**config.mk**
```make
export PLATFORM = sky130hd
export DESIGN_NAME = noc_link_rx_axis
export DESIGN_NICKNAME = d
export VERILOG_FILES = /design/src/rtl/noc_link_rx_axis.sv
export SDC_FILE = /design/constraint.sdc
export NUM_CORES = 1
export LEC_CHECK = 0
export ABC_AREA = 1
export BUFFER_PORTS_ARGS = -buffer_cell sky130_fd_sc_hd__clkbuf_2
export CAP_MARGIN = 15
export CORE_ASPECT_RATIO = 1.4
export CORE_MARGIN = 10
export CORE_UTILIZATION = 57
export DETAILED_ROUTE_END_ITERATION = 12
export GPL_TIMING_DRIVEN = 0
export PLACE_DENSITY = 0.89
export SYNTH_ARGS = -nofsm -noshare
export SYNTH_HDL_FRONTEND = slang
export SYNTH_SLANG_ARGS = --single-unit
```
**constraint.sdc**
```tcl
create_clock -name clk_noc -period 7.7 [get_ports clk_noc]
set_clock_uncertainty 0.2 [all_clocks]
set_input_delay 0 -clock clk_noc [delete_from_list [all_inputs] [get_ports clk_noc]]
set_output_delay 0 -clock clk_noc [all_outputs]
set_load 0.005 [all_outputs]
```
**src/rtl/noc_link_rx_axis.sv**
```systemverilog
// noc_link_rx_axis
//   Far end of a credit-based NoC router link. Incoming flits
//   {data, dest, is_tail} are written into a small FIFO. The FIFO head is
//   presented show-ahead as an AXI-Stream master. One credit pulse is
//   returned to the upstream sender for every flit accepted downstream.
//
// Ports
//   clk_noc, rst_noc      : single clock, asynchronous active-high reset
//   data_in/dest_in/
//   is_tail_in/send_in    : router-side flit input; send_in qualifies, no back-pressure
//   credit_out            : registered one-cycle pulse per popped flit
//   axis_out_*            : AXI-Stream master (tid/tdest split from the stored dest)
//   occupancy             : flits currently buffered
//   overflow_err          : sticky; a flit arrived with no free slot and was dropped
//   pkt_count             : number of tails delivered, wraps at 2^16
module noc_link_rx_axis #(
    parameter int FLIT_WIDTH        = 128,
    parameter int TID_WIDTH         = 2,
    parameter int TDEST_WIDTH       = 2,
    parameter int DEST_WIDTH        = TDEST_WIDTH + TID_WIDTH,
    parameter int FLIT_BUFFER_DEPTH = 4,
    parameter int CNT_WIDTH         = $clog2(FLIT_BUFFER_DEPTH + 1)
) (
    input  logic                   clk_noc,
    input  logic                   rst_noc,
    input  logic [FLIT_WIDTH-1:0]  data_in,
    input  logic [DEST_WIDTH-1:0]  dest_in,
    input  logic                   is_tail_in,
    input  logic                   send_in,
    output logic                   credit_out,
    output logic                   axis_out_tvalid,
    input  logic                   axis_out_tready,
    output logic [FLIT_WIDTH-1:0]  axis_out_tdata,
    output logic                   axis_out_tlast,
    output logic [TID_WIDTH-1:0]   axis_out_tid,
    output logic [TDEST_WIDTH-1:0] axis_out_tdest,
    output logic [CNT_WIDTH-1:0]   occupancy,
    output logic                   overflow_err,
    output logic [15:0]            pkt_count
);

    localparam int PTR_W   = $clog2(FLIT_BUFFER_DEPTH);
    localparam int ENTRY_W = FLIT_WIDTH + DEST_WIDTH + 1;
    localparam logic [CNT_WIDTH-1:0] FULL_CNT = CNT_WIDTH'(FLIT_BUFFER_DEPTH);

    // Entry layout: {data, dest, is_tail}
    logic [ENTRY_W-1:0] mem [FLIT_BUFFER_DEPTH];

    logic [PTR_W-1:0]      wr_ptr;
    logic [PTR_W-1:0]      rd_ptr;
    logic [ENTRY_W-1:0]    head;
    logic [DEST_WIDTH-1:0] head_dest;
    logic                  head_tail;
    logic                  is_full;
    logic                  pop;
    logic                  push;
    logic                  drop;

    // Stage p0: head decode and push/pop arbitration (combinational)
    assign head      = mem[rd_ptr];
    assign head_tail = head[0];
    assign head_dest = head[DEST_WIDTH:1];

    assign axis_out_tvalid = (occupancy != '0);
    assign axis_out_tdata  = head[ENTRY_W-1:DEST_WIDTH+1];
    assign axis_out_tlast  = head_tail;
    assign axis_out_tid    = head_dest[DEST_WIDTH-1:TDEST_WIDTH];
    assign axis_out_tdest  = head_dest[TDEST_WIDTH-1:0];

    assign is_full = (occupancy == FULL_CNT);
    assign pop     = axis_out_tvalid && axis_out_tready;
    // A full FIFO still accepts a flit when the head leaves in the same
    // cycle: the freed slot is the one being written.
    assign push    = send_in && (!is_full || pop);
    assign drop    = send_in && is_full && !pop;

    // Stage p1: storage (data only, no reset; contents are don't-care
    // while occupancy is zero)
    always_ff @(posedge clk_noc) begin
        if (push) begin
            mem[wr_ptr] <= {data_in, dest_in, is_tail_in};
        end
    end

    // Stage p1: control state
    always_ff @(posedge clk_noc or posedge rst_noc) begin
        if (rst_noc) begin
            wr_ptr       <= '0;
            rd_ptr       <= '0;
            occupancy    <= '0;
            credit_out   <= 1'b0;
            overflow_err <= 1'b0;
            pkt_count    <= '0;
        end else begin
            if (push) begin
                wr_ptr <= wr_ptr + PTR_W'(1);
            end
            if (pop) begin
                rd_ptr <= rd_ptr + PTR_W'(1);
            end
            if (push && !pop) begin
                occupancy <= occupancy + CNT_WIDTH'(1);
            end else if (pop && !push) begin
                occupancy <= occupancy - CNT_WIDTH'(1);
            end
            // Credit follows consumption, so a dropped flit never earns one.
            credit_out <= pop;
            if (drop) begin
                overflow_err <= 1'b1;
            end
            if (pop && head_tail) begin
                pkt_count <= pkt_count + 16'd1;
            end
        end
    end

endmodule

```
==> metrics.yaml <==
status: "completed"
crit_path_start_kind: "flip-flop"
die-area_sq_um: 45300
synth_seq_area_share_pct: 78.6
die_y_microns: 248
critical_path.cell_chain: "buf_4, inv_2, buf_6, clkbuf_1, o21ai_0, o22ai_1, clkbuf_2"
synth_warnings: 0
synth_top_area_cell: "edfxtp_1"
critPathSlowestCell: "o22ai_1"
io_buffers: 291
antenna_found_initial: 9
max_cap_viol_count: 0
synth.cell_area_sq_um: 21100
clk_latency_ns: 0.57
yosysUniqueCellTypes: 28
syn_nets: 1630
worstMarginPinSlew_ns: 1.01
die_x_microns: 183
critPathArrivalTime_ns: 2.80
antenna_left: 0
r2r_cells: 7
post_cts_buffers: 0
grtUsageTotal_pct: 27.6
relSlewSlack_pct: 32.7
hold_viol: 0
drv_slew: 0
cts_tree: "yes"
globalRoute.totalOverflow: 0
layout-drive-gt1-share_pct: 21.8
first_iter_violations: 1877
setup_viol: 0
hold_path_class: "in -> async"
fin_ws_ns: 4.70
cp_data_required_time_ns: 7.50
slowest_delay_ns: 0.44
numCtsBuffers: 49
cts_max_path_buffers: 3
syn_area_per_cell_sq_um: 14.2
coreArea_sq_um: 36700
rows: 83
wire_per_inst_microns: 25.3
p_leak_nw: 9.94
dp_hpwl_mm: 36.3
clk_pin_slew_ns: 0.06
first_global_vias: 15848
design_area_sq_um: 27300
start_util_pct: 57.6
finalCriticalPeriod_ns: 3.00
drc: 0
place_congestion: 0.834
area.growth.synth_to_final_pct: 29.3
root_buffer: "clkbuf_16"
place_ws_ns: 4.86
ys_top_cells_by_area: "edfxtp_1 76%, o21ai_0 6.3%, nor2_1 5.1%, o22ai_1 3.9%, dfrtp_1 3.0%"
dpl-instance-area_sq_um: 23700
fin_crit_sh_pct: 39.0
critical_path_class: "reg -> out"
critPathCaptureType: "output port"
ys_ff_latch: 557
synth_cells: 1486
holdWs_ns: 0.00630
final.fill_count: 1987
powerDensity_nw_per_um2: 387
grt_max_degree: 30
grt_pass1_wl_mm: 95.6
crit_path_max_fanout: 10
fin_nets: 2194
cts_max_level: 2
cts.sinks: 557
ios: 292
num_vias: 15720
rsz0062_at_grt: "false"
max_freq_mhz: 333
synth_top_cell_area_share_pct: 75.6
routed_wl_mm: 65.0
setup-tns-final_ns: 0
drtPass1Iterations: 6
ir_drop_mv: 0.377
viasPerCell: 6.13
-- synth_stat cells, drive strengths merged --
| cell type | instances |
|---|---|
| buf | 54 |
| clkbuf | 36 |
| dfrtp | 25 |
| edfxtp | 532 |
| fa | 1 |
| ha | 6 |
| inv | 29 |
| mux2 | 1 |
| nand2 | 81 |
| nand3 | 16 |
| nand3b | 1 |
| nand4 | 2 |
| nor2 | 290 |
| o21ai | 269 |
| o21bai | 1 |
| o22ai | 132 |
| xnor2 | 2 |
| xor2 | 8 |
-- registers in the layout, summed over array words and instances (netlist names) --
| name | count |
|---|---|
| mem | 532 |
| pkt_count | 16 |
| occupancy | 3 |
| rd_ptr | 2 |
| wr_ptr | 2 |
| credit_out | 1 |
| overflow_err | 1 |
-- where the power goes --
group	internal (W)	leakage [nW]	switching [W]
sequential	0.00396	5.20	0.000183
clock	0.00142	0.787	0.00112
combinational	0.00131	3.95	0.00257
-- final cells by class --
| type | instances | area [sq um] | area share [%] |
|---|---|---|---|
| Buffer | 90 | 523 | 1.91 |
| Antenna cell | 9 | 22.5 | 0.0824 |
| Clock buffer | 60 | 1310 | 4.79 |
| Inverter | 29 | 114 | 0.417 |
| Timing Repair Buffer | 513 | 3930 | 14.4 |
| Tap cell | 467 | 584 | 2.14 |
| Clock inverter | 30 | 320 | 1.17 |
| Sequential cell | 557 | 16600 | 60.8 |
| Multi-Input combinational cell | 810 | 3920 | 14.4 |
-- metal layers --
metal / track usage (%) / wire length [microns] / vias up
li1: - / - / 6652
met2: 48.4 / 34100 / 1154
met5: 0 / 0 / -
met3: 5.60 / 5860 / 225
met4: 15.5 / 3690 / 0
met1: 31.0 / 21400 / 7689
-- worst paths after layout --
kind / startpoint / end / slack [ns]
worst max-delay path: rd_ptr[1] / axis_out_tdata[96] / 4.70
worst max register to register: occupancy[0] / mem[2][131] / 4.88
max in group asynchronous: rst_noc / occupancy[1] / 6.66
worst min-delay path: rst_noc / pkt_count[3] / 0.006
worst min register to register: pkt_count[15] / pkt_count[15] / 0.31
min in group clk_noc: data_in[37] / mem[2][42] / 0.01
-- layout by cell type, fill, tap and decap left out, types with 29 or more instances in the layout --
master and instances:
buf_2 29, clkbuf_16 51, clkbuf_2 292, o22ai_1 132, o21ai_0 268, nor2_1 285, edfxtp_1 532, dlygate4sd3_1 201
nand2_1 78, clkbuf_1 44
-- stage by stage --
step                      utilization [%]  power, W  cells
after floorplan                         -   0.00610   1486
after global placement               63.2   0.00774   2244
after detailed placement             64.5   0.00780   2265
after CTS                            74.5    0.0104   2556
after global routing                 74.5    0.0110   2565
final                                74.5    0.0106   2565
-- critical path, delay by kind of cell, from the launching register on --
| family | cells | cell delay (ns) |
|---|---|---|
| buffers and inverters | 5 | 1.25 |
| DFF | 1 | 0.36 |
| AOI/OAI and AO/OA | 2 | 0.61 |
-- logic make-up after synthesis --
kind of cell / count (synthesis) / synth area share, %
AO/OA/AOI/OAI: 402 / 10.3
multiplexers: 1 / 0.0533
AND/OR/NAND/NOR: 390 / 7.18
XOR/XNOR: 10 / 0.415
flip-flops: 557 / 78.6
buffers and inverters: 119 / 3.01
adder cells (fa/ha/maj): 7 / 0.450
-- timing repair --
action	4_1_cts	5_1_grt
hold buffers	201	0
resized for setup	0	0
endpoints found under the hold margin	578	0
Note: power is estimated with default switching activity, not from simulation.
